===== config.mk =====
export PLATFORM = sky130hd
export DESIGN_NAME = seg_scan_ctrl
export DESIGN_NICKNAME = d
export VERILOG_FILES = /design/src/rtl/seg_scan_ctrl.sv
export SDC_FILE = /design/constraint.sdc
export NUM_CORES = 1
export LEC_CHECK = 0
export CORE_ASPECT_RATIO = 0.75
export CORE_MARGIN = 3
export CORE_UTILIZATION = 45
export DETAILED_ROUTE_END_ITERATION = 10
export GPL_TIMING_DRIVEN = 0
export PLACE_DENSITY = 0.77
export SLEW_MARGIN = 20
export SYNTH_ARGS = -nofsm -noshare
export SYNTH_HDL_FRONTEND = slang
export SYNTH_SLANG_ARGS = --single-unit
export TNS_END_PERCENT = 30

===== constraint.sdc =====
create_clock -name clk -period 4 [get_ports clk]
set_input_delay 0.8 -clock clk [delete_from_list [all_inputs] [get_ports clk]]
set_output_delay 0.8 -clock clk [all_outputs]
set_load 0.01 [all_outputs]

===== src/rtl/seg_scan_ctrl.sv =====
// seg_scan_ctrl: time-multiplexed scan controller for a common-anode
// seven-segment display. A single external hex decoder is shared by all
// digits. Display values are double-buffered and swap only at frame starts.
//
// Handshake note: there is no valid/ready pair on this block. `load` is a
// single-cycle strobe that is always accepted, and `frame_done` is a
// single-cycle pulse that is never held off.
module seg_scan_ctrl #(
  parameter int DIGITS    = 4,
  parameter int BLANK_CYC = 2,
  parameter int SHOW_CYC  = 50000
) (
  input  logic                clk,
  input  logic                rst_n,
  input  logic                en,
  input  logic                load,
  input  logic [4*DIGITS-1:0] data,
  input  logic [DIGITS-1:0]   blank,
  output logic [3:0]          dec_x,
  input  logic [6:0]          dec_y,
  output logic [DIGITS-1:0]   an,
  output logic [6:0]          seg,
  output logic                frame_done,
  output logic [1:0]          dbg_state_o
);

  localparam int MAXC = (BLANK_CYC > SHOW_CYC) ? BLANK_CYC : SHOW_CYC;
  localparam int CW   = (MAXC > 1) ? $clog2(MAXC) : 1;
  localparam int IW   = (DIGITS > 1) ? $clog2(DIGITS) : 1;

  localparam logic [CW-1:0]     BLANK_LAST = CW'(BLANK_CYC - 1);
  localparam logic [CW-1:0]     SHOW_LAST  = CW'(SHOW_CYC - 1);
  localparam logic [IW-1:0]     IDX_LAST   = IW'(DIGITS - 1);
  localparam logic [DIGITS-1:0] AN_OFF     = '1;
  localparam logic [6:0]        SEG_OFF    = 7'h7F;

  typedef enum logic [1:0] {
    ST_IDLE  = 2'd0,
    ST_BLANK = 2'd1,
    ST_SHOW  = 2'd2
  } state_t;

  state_t              state_q, state_d;
  logic [CW-1:0]       cnt_q, cnt_d;
  logic [IW-1:0]       idx_q, idx_d;
  logic [DIGITS-1:0]   an_q, an_d;
  logic [6:0]          seg_q, seg_d;
  logic                fd_q, fd_d;
  logic [4*DIGITS-1:0] pend_data_q, pend_data_d;
  logic [DIGITS-1:0]   pend_blank_q, pend_blank_d;
  logic [4*DIGITS-1:0] shad_data_q, shad_data_d;
  logic [DIGITS-1:0]   shad_blank_q, shad_blank_d;
  logic                frame_start;

  // State register.
  always_ff @(posedge clk) begin
    if (!rst_n) state_q <= ST_IDLE;
    else        state_q <= state_d;
  end

  // Next-state logic; a dropped enable always parks the FSM in IDLE.
  always_comb begin
    state_d = state_q;
    case (state_q)
      ST_IDLE:  if (en) state_d = ST_BLANK;
      ST_BLANK: if (cnt_q == BLANK_LAST) state_d = ST_SHOW;
      ST_SHOW:  if (cnt_q == SHOW_LAST) state_d = ST_BLANK;
      default:  state_d = ST_IDLE;
    endcase
    if (!en) state_d = ST_IDLE;
  end

  // Output and datapath next values: counters, digit enables, segments, buffers.
  always_comb begin
    cnt_d       = (state_d != state_q || state_d == ST_IDLE) ? '0 : cnt_q + CW'(1);
    idx_d       = idx_q;
    an_d        = an_q;
    seg_d       = seg_q;
    fd_d        = 1'b0;
    frame_start = 1'b0;
    case (state_q)
      ST_IDLE: begin
        an_d  = AN_OFF;
        seg_d = SEG_OFF;
        idx_d = '0;
        if (en) frame_start = 1'b1;
      end
      ST_BLANK: begin
        an_d  = AN_OFF;
        seg_d = SEG_OFF;
        // dec_x has been stable for the whole dead time, so dec_y is settled.
        if (cnt_q == BLANK_LAST) begin
          an_d  = ~(DIGITS'(1) << idx_q);
          seg_d = shad_blank_q[idx_q] ? SEG_OFF : dec_y;
        end
      end
      ST_SHOW: begin
        if (cnt_q == SHOW_LAST) begin
          an_d  = AN_OFF;
          seg_d = SEG_OFF;
          if (idx_q == IDX_LAST) begin
            idx_d       = '0;
            fd_d        = 1'b1;
            frame_start = 1'b1;
          end else begin
            idx_d = idx_q + IW'(1);
          end
        end
      end
      default: begin
        an_d  = AN_OFF;
        seg_d = SEG_OFF;
        idx_d = '0;
      end
    endcase
    if (!en) begin
      an_d        = AN_OFF;
      seg_d       = SEG_OFF;
      cnt_d       = '0;
      idx_d       = '0;
      fd_d        = 1'b0;
      frame_start = 1'b0;
    end
    pend_data_d  = load ? data  : pend_data_q;
    pend_blank_d = load ? blank : pend_blank_q;
    // A load coinciding with a frame start is forwarded straight to the shadow.
    shad_data_d  = frame_start ? (load ? data  : pend_data_q)  : shad_data_q;
    shad_blank_d = frame_start ? (load ? blank : pend_blank_q) : shad_blank_q;
  end

  // Datapath registers.
  always_ff @(posedge clk) begin
    if (!rst_n) begin
      cnt_q        <= '0;
      idx_q        <= '0;
      an_q         <= AN_OFF;
      seg_q        <= SEG_OFF;
      fd_q         <= 1'b0;
      pend_data_q  <= '0;
      pend_blank_q <= '0;
      shad_data_q  <= '0;
      shad_blank_q <= '0;
    end else begin
      cnt_q        <= cnt_d;
      idx_q        <= idx_d;
      an_q         <= an_d;
      seg_q        <= seg_d;
      fd_q         <= fd_d;
      pend_data_q  <= pend_data_d;
      pend_blank_q <= pend_blank_d;
      shad_data_q  <= shad_data_d;
      shad_blank_q <= shad_blank_d;
    end
  end

  // Nibble for the current digit goes to the shared decoder continuously.
  always_comb begin
    dec_x = shad_data_q[{idx_q, 2'b00} +: 4];
  end

  assign an          = an_q;
  assign seg         = seg_q;
  assign frame_done  = fd_q;
  assign dbg_state_o = state_q;

endmodule


Word-level counts from Yosys, hierarchy flattened
Cells that the tools add are included.
{"block": "totals", "register_bits": 72, "in_bits": 31, "elab_cells": 55}
{"block": "classes", "add_sub_neg": 2, "n_lt_le_gt_ge": 1, "eq_ne": 7, "n_shift": 2, "mux": 22, "bitwise": 4, "reduce_logical": 7}
{"cell": "7-bit 2-to-1 mux", "count": 3}
{"cell": "16-bit by 1-bit adder with 16-bit output, second input constant", "count": 1}
{"cell": "16-bit by 1-bit equality test with 1-bit output, second input constant", "count": 1}
{"cell": "16-bit equality test, second input constant", "count": 1}
{"cell": "16-bit 2-to-1 mux", "count": 1}
{"cell": "16-bit by 5-bit indexed part select with 4-bit output", "count": 1}
{"cell": "7-bit case mux with 2 select lines", "count": 1}
{"cell": "4-bit 2-to-1 mux", "count": 3}
{"cell": "2-bit 2-to-1 mux", "count": 5}
{"cell": "4-bit case mux with 2 select lines", "count": 1}
{"cell": "2-bit case mux with 3 select lines", "count": 1}
{"cell": "2-bit equality test, second input constant", "count": 2}
{"cell": "2-bit logical NOT", "count": 2}
{"cell": "1-bit 2-to-1 mux", "count": 4}
{"cell": "4-bit inverter", "count": 1}
{"cell": "2-bit case mux with 2 select lines", "count": 1}
{"cell": "2-bit AND reduction", "count": 2}
{"cell": "1-bit by 2-bit left shift with 4-bit output, first input constant", "count": 1}
{"cell": "2-bit by 3-bit less-than comparator with 1-bit output, second input constant", "count": 1}
{"cell": "1-bit inverter", "count": 3}
{"cell": "3-bit AND reduction", "count": 1}
{"cell": "3-bit OR reduction", "count": 1}
{"cell": "2-bit by 1-bit adder with 2-bit output, second input constant", "count": 1}
{"cell": "1-bit binary-select mux with 2-bit select", "count": 1}
{"cell": "other kinds (5)", "count": 5}

Longest topological paths before layout
{"block": "depth", "word_depth": 7, "ltp_mapped": 8, "depth_no_buf": 6}

Worst setup path before layout
OpenSTA, ideal clock, no wires.
{"block": "synth_timing", "kind": "reg2out", "start": "register idx_q[0]", "end": "output port dec_x[0]", "arrival_time_ns": 1.096, "path_slack_ns": 2.104, "stages_incl_launch_ff": 3, "path_cell_list": "dfxtp_1 > buf_2 > mux4_2"}
{"block": "synth_via", "elab_chain_len": 1}
{"element": "start: declaration", "line": "45", "source": "logic [IW-1:0] idx_q, idx_d;"}
{"element": "start signal: assignment", "line": "145", "source": "idx_q <= idx_d;"}
{"element": "16-bit by 5-bit indexed part select with 4-bit output", "line": "158", "source": "dec_x = shad_data_q[{idx_q, 2'b00} +: 4];"}
{"element": "end: declaration", "line": "19", "source": "output logic [3:0] dec_x,"}
Every way passes these cells.

Final worst setup path
{"block": "layout_timing", "start": "register idx_q[0]", "end": "output port dec_x[2]"}
The elaborated chain is that of the path after synthesis.

==> flow_summary.ini <==
[run_status]
outcome = finished, final reports clean

[global_route]
grt_pass1_vias = 2076
grtUsageTotal = 0.170
grt_overflow_total = 0
grt_pass1_wl_um = 10600
grt_max_degree = 14
antenna_found_initial = 0

[place]
gp_congestion = 0.851
dp_hpwl_um = 4690
pre_cts_slack_ns = 1.25
portBuffers = 47

[power]
p_total_mw = 1.51
cellLeakagePower_nw = 1.47
powerDensity_nw_per_um2 = 381
ir_drop_mv = 0.187

[detailed_routing]
drt_iter0_markers = 105
ant_nets = 0
vias = 2238
wire_per_inst_um = 14.8
drt_pass1_iterations = 4
drc = 0
via_per_inst = 5.13
drt_wl_total_um = 6430

[timing]
skew_ns = 0.0110
setup_violations = 0
rsz0062_at_grt = no
setup_ws_ns = 1.16
whs_ns = 0.480
finalCritPeriodShare = 0.709
slew_violations = 0
fin_crit_ns = 2.84
max_freq_mhz = 353
finalHoldViolations = 0
setup-tns-final_ns = 0
slew-limit-headroom = 0.653
worst_pin_slew_ns = 0.518

[synthesis]
synthTopCellsByCount = dfxtp_1, nor2_1, nor2b_1
syn_avg_cell_area_um2 = 10.9
syn_inst = 292
yosysSeqAreaShare = 0.453
ys_async_sr_fraction = 0
synth_flop_cell = dfxtp_1
syn_area_um2 = 3180
synth_seq_cells = 72
syn-num-nets = 329
yosys.area.top_type = dfxtp_1
synth_cell_types = 43
yosys_warnings = 0
synth_top_cells_by_area = dfxtp_1, mux2i_1, mux2_4
yosysMostFrequentCell = dfxtp_1
synth_edf_count = 0
synthDominantCellAreaShare = 0.453

[hold_path]
hold_class = register to register
min_path_cells = 1
min_from = cnt_q[0]$_SDFF_PP0_

[floorplanning]
initial_core_util = 0.485
die-area_um2 = 8130
std_cell_rows = 25
ios = 49
die_h_um = 78.9
die_x_um = 103
coreArea_um2 = 6570

[critical_path]
rr_worst_depth = 6
cp-end-kind = primary output
cp_max_fo = 8
startpoint = idx_q[0]$_SDFFE_PN0P_
critical_path_class = register to primary output
worstPathCellList = buf_2 -> mux4_2 -> clkdlybuf4s50_1
cp.required_ns = 3.20
crit_path_start_kind = register
path_depth = 3
critPathBufInv = 2
crit-reg2reg-launch = cnt_q[0]$_SDFF_PP0_
crit_arrival_ns = 2.04
slowest_stage = mux4_2
critPathTopFamily = buffers and inverters
max_stage_delay_ns = 0.54

[layout]
drive_above_1_share = 0.163
post-route-util = 0.605
n_antenna_cell = 0
multiInputGateArea_um2 = 1620
fill_cells = 557
layout.nets = 387
areaGrowthSynthToFinish_pct = 24.8
seq_area_um2 = 1440

[cts]
htreeDepth = 3
cts_buffer_depth = 2
clockRootBuffer = clkbuf_8
clk_pin_slew_ns = 0.07
clock_latency_ns = 0.34
hold_buffers = 0
cts.sinks = 72
cts_resized = 0
post_cts_buffers = 0
cts_buffers = 9
cts_tree = yes

[flow_run]
drv_cap = 0
==> cell type report <==
class / instances / area share
clock inverters: 6 / 0.0230
flip-flops and latches: 72 / 0.363
inverters: 7 / 0.00661
repair buffers: 47 / 0.118
clock buffers: 10 / 0.0321
multi-input cells: 198 / 0.407
well taps: 81 / 0.0255
plain buffers: 15 / 0.0252
==> worst register-to-register path: cells and delay by family, from the launching register on <==
family,cells,cell delay (ns)
AOI/OAI and AO/OA,1,0.20
adders and majority gates,1,0.25
buffers and inverters,1,0.21
DFF,1,0.40
muxes,1,0.34
and+or+nand+nor,2,0.42
==> logic make-up (layout without fill, tap and decap cells) <==
family / Yosys count / count (layout) / share of synthesized area
XOR/XNOR: 12 / 12 / 0.0330
AO/OA/AOI/OAI: 22 / 22 / 0.0621
adder cells (fa/ha/maj): 6 / 6 / 0.0236
AND/OR/NAND/NOR: 113 / 113 / 0.208
flip-flops: 72 / 72 / 0.453
multiplexers: 45 / 45 / 0.181
buffers and inverters: 22 / 85 / 0.0397
==> through the flow <==
stage	instance area (um2)	instances
detailed placement	3760	420
CTS	3980	436
floorplan	3180	292
global placement	3760	420
global route	3980	436
finish	3980	436
==> metal layers <==
layer | GRT usage | routed length (um) | share of wire
met5 | 0 | 0 | 0
met4 | 0.0466 | 51 | 0.0079
met3 | 0.0632 | 335 | 0.052
met2 | 0.229 | 2650 | 0.41
met1 | 0.251 | 3400 | 0.53
==> where the power goes <==
part	switching, mW	leakage [nW]	total [mW]	internal [mW]
logic	0.0527	0.776	0.134	0.0817
clock network	0.271	0.111	0.626	0.354
registers	0.0128	0.587	0.755	0.742
==> final timing paths <==
check	slack, ns	to
hold / removal	0.48	cnt_q[0]$_SDFF_PP0_
setup / recovery	1.16	dec_x[2]
setup reg to reg	2.07	shad_data_q[8]$_SDFFE_PN0P_
hold reg to reg	0.48	cnt_q[0]$_SDFF_PP0_
==> placed cells by master, fill, tap and decap left out, types with 3 or more instances in the layout <==
master	count
nand4_1	7
mux2_2	9
nor2b_1	21
buf_2	5
nor4_1	3
inv_1	7
nor2_1	21
and2_1	20
o22a_1	7
or3_1	6
buf_6	5
and4_1	3
nand3_1	14
mux4_2	5
clkdlybuf4s50_1	47
ha_1	6
mux2_4	10
mux2i_1	20
dfxtp_1	72
a21o_1	4
xnor2_1	10
nand2_1	6
clkbuf_1	6
clkbuf_8	9
nor3_1	3
==> sequential cells by signal, indices dropped and copies added, names as in the netlist <==
register	cells
an	4
cnt_q	16
dbg_state_o	2
frame_done	1
idx_q	2
pend_blank_q	4
pend_data_q	16
seg	7
shad_blank_q	4
shad_data_q	16
(Power assumes the default switching activity.)
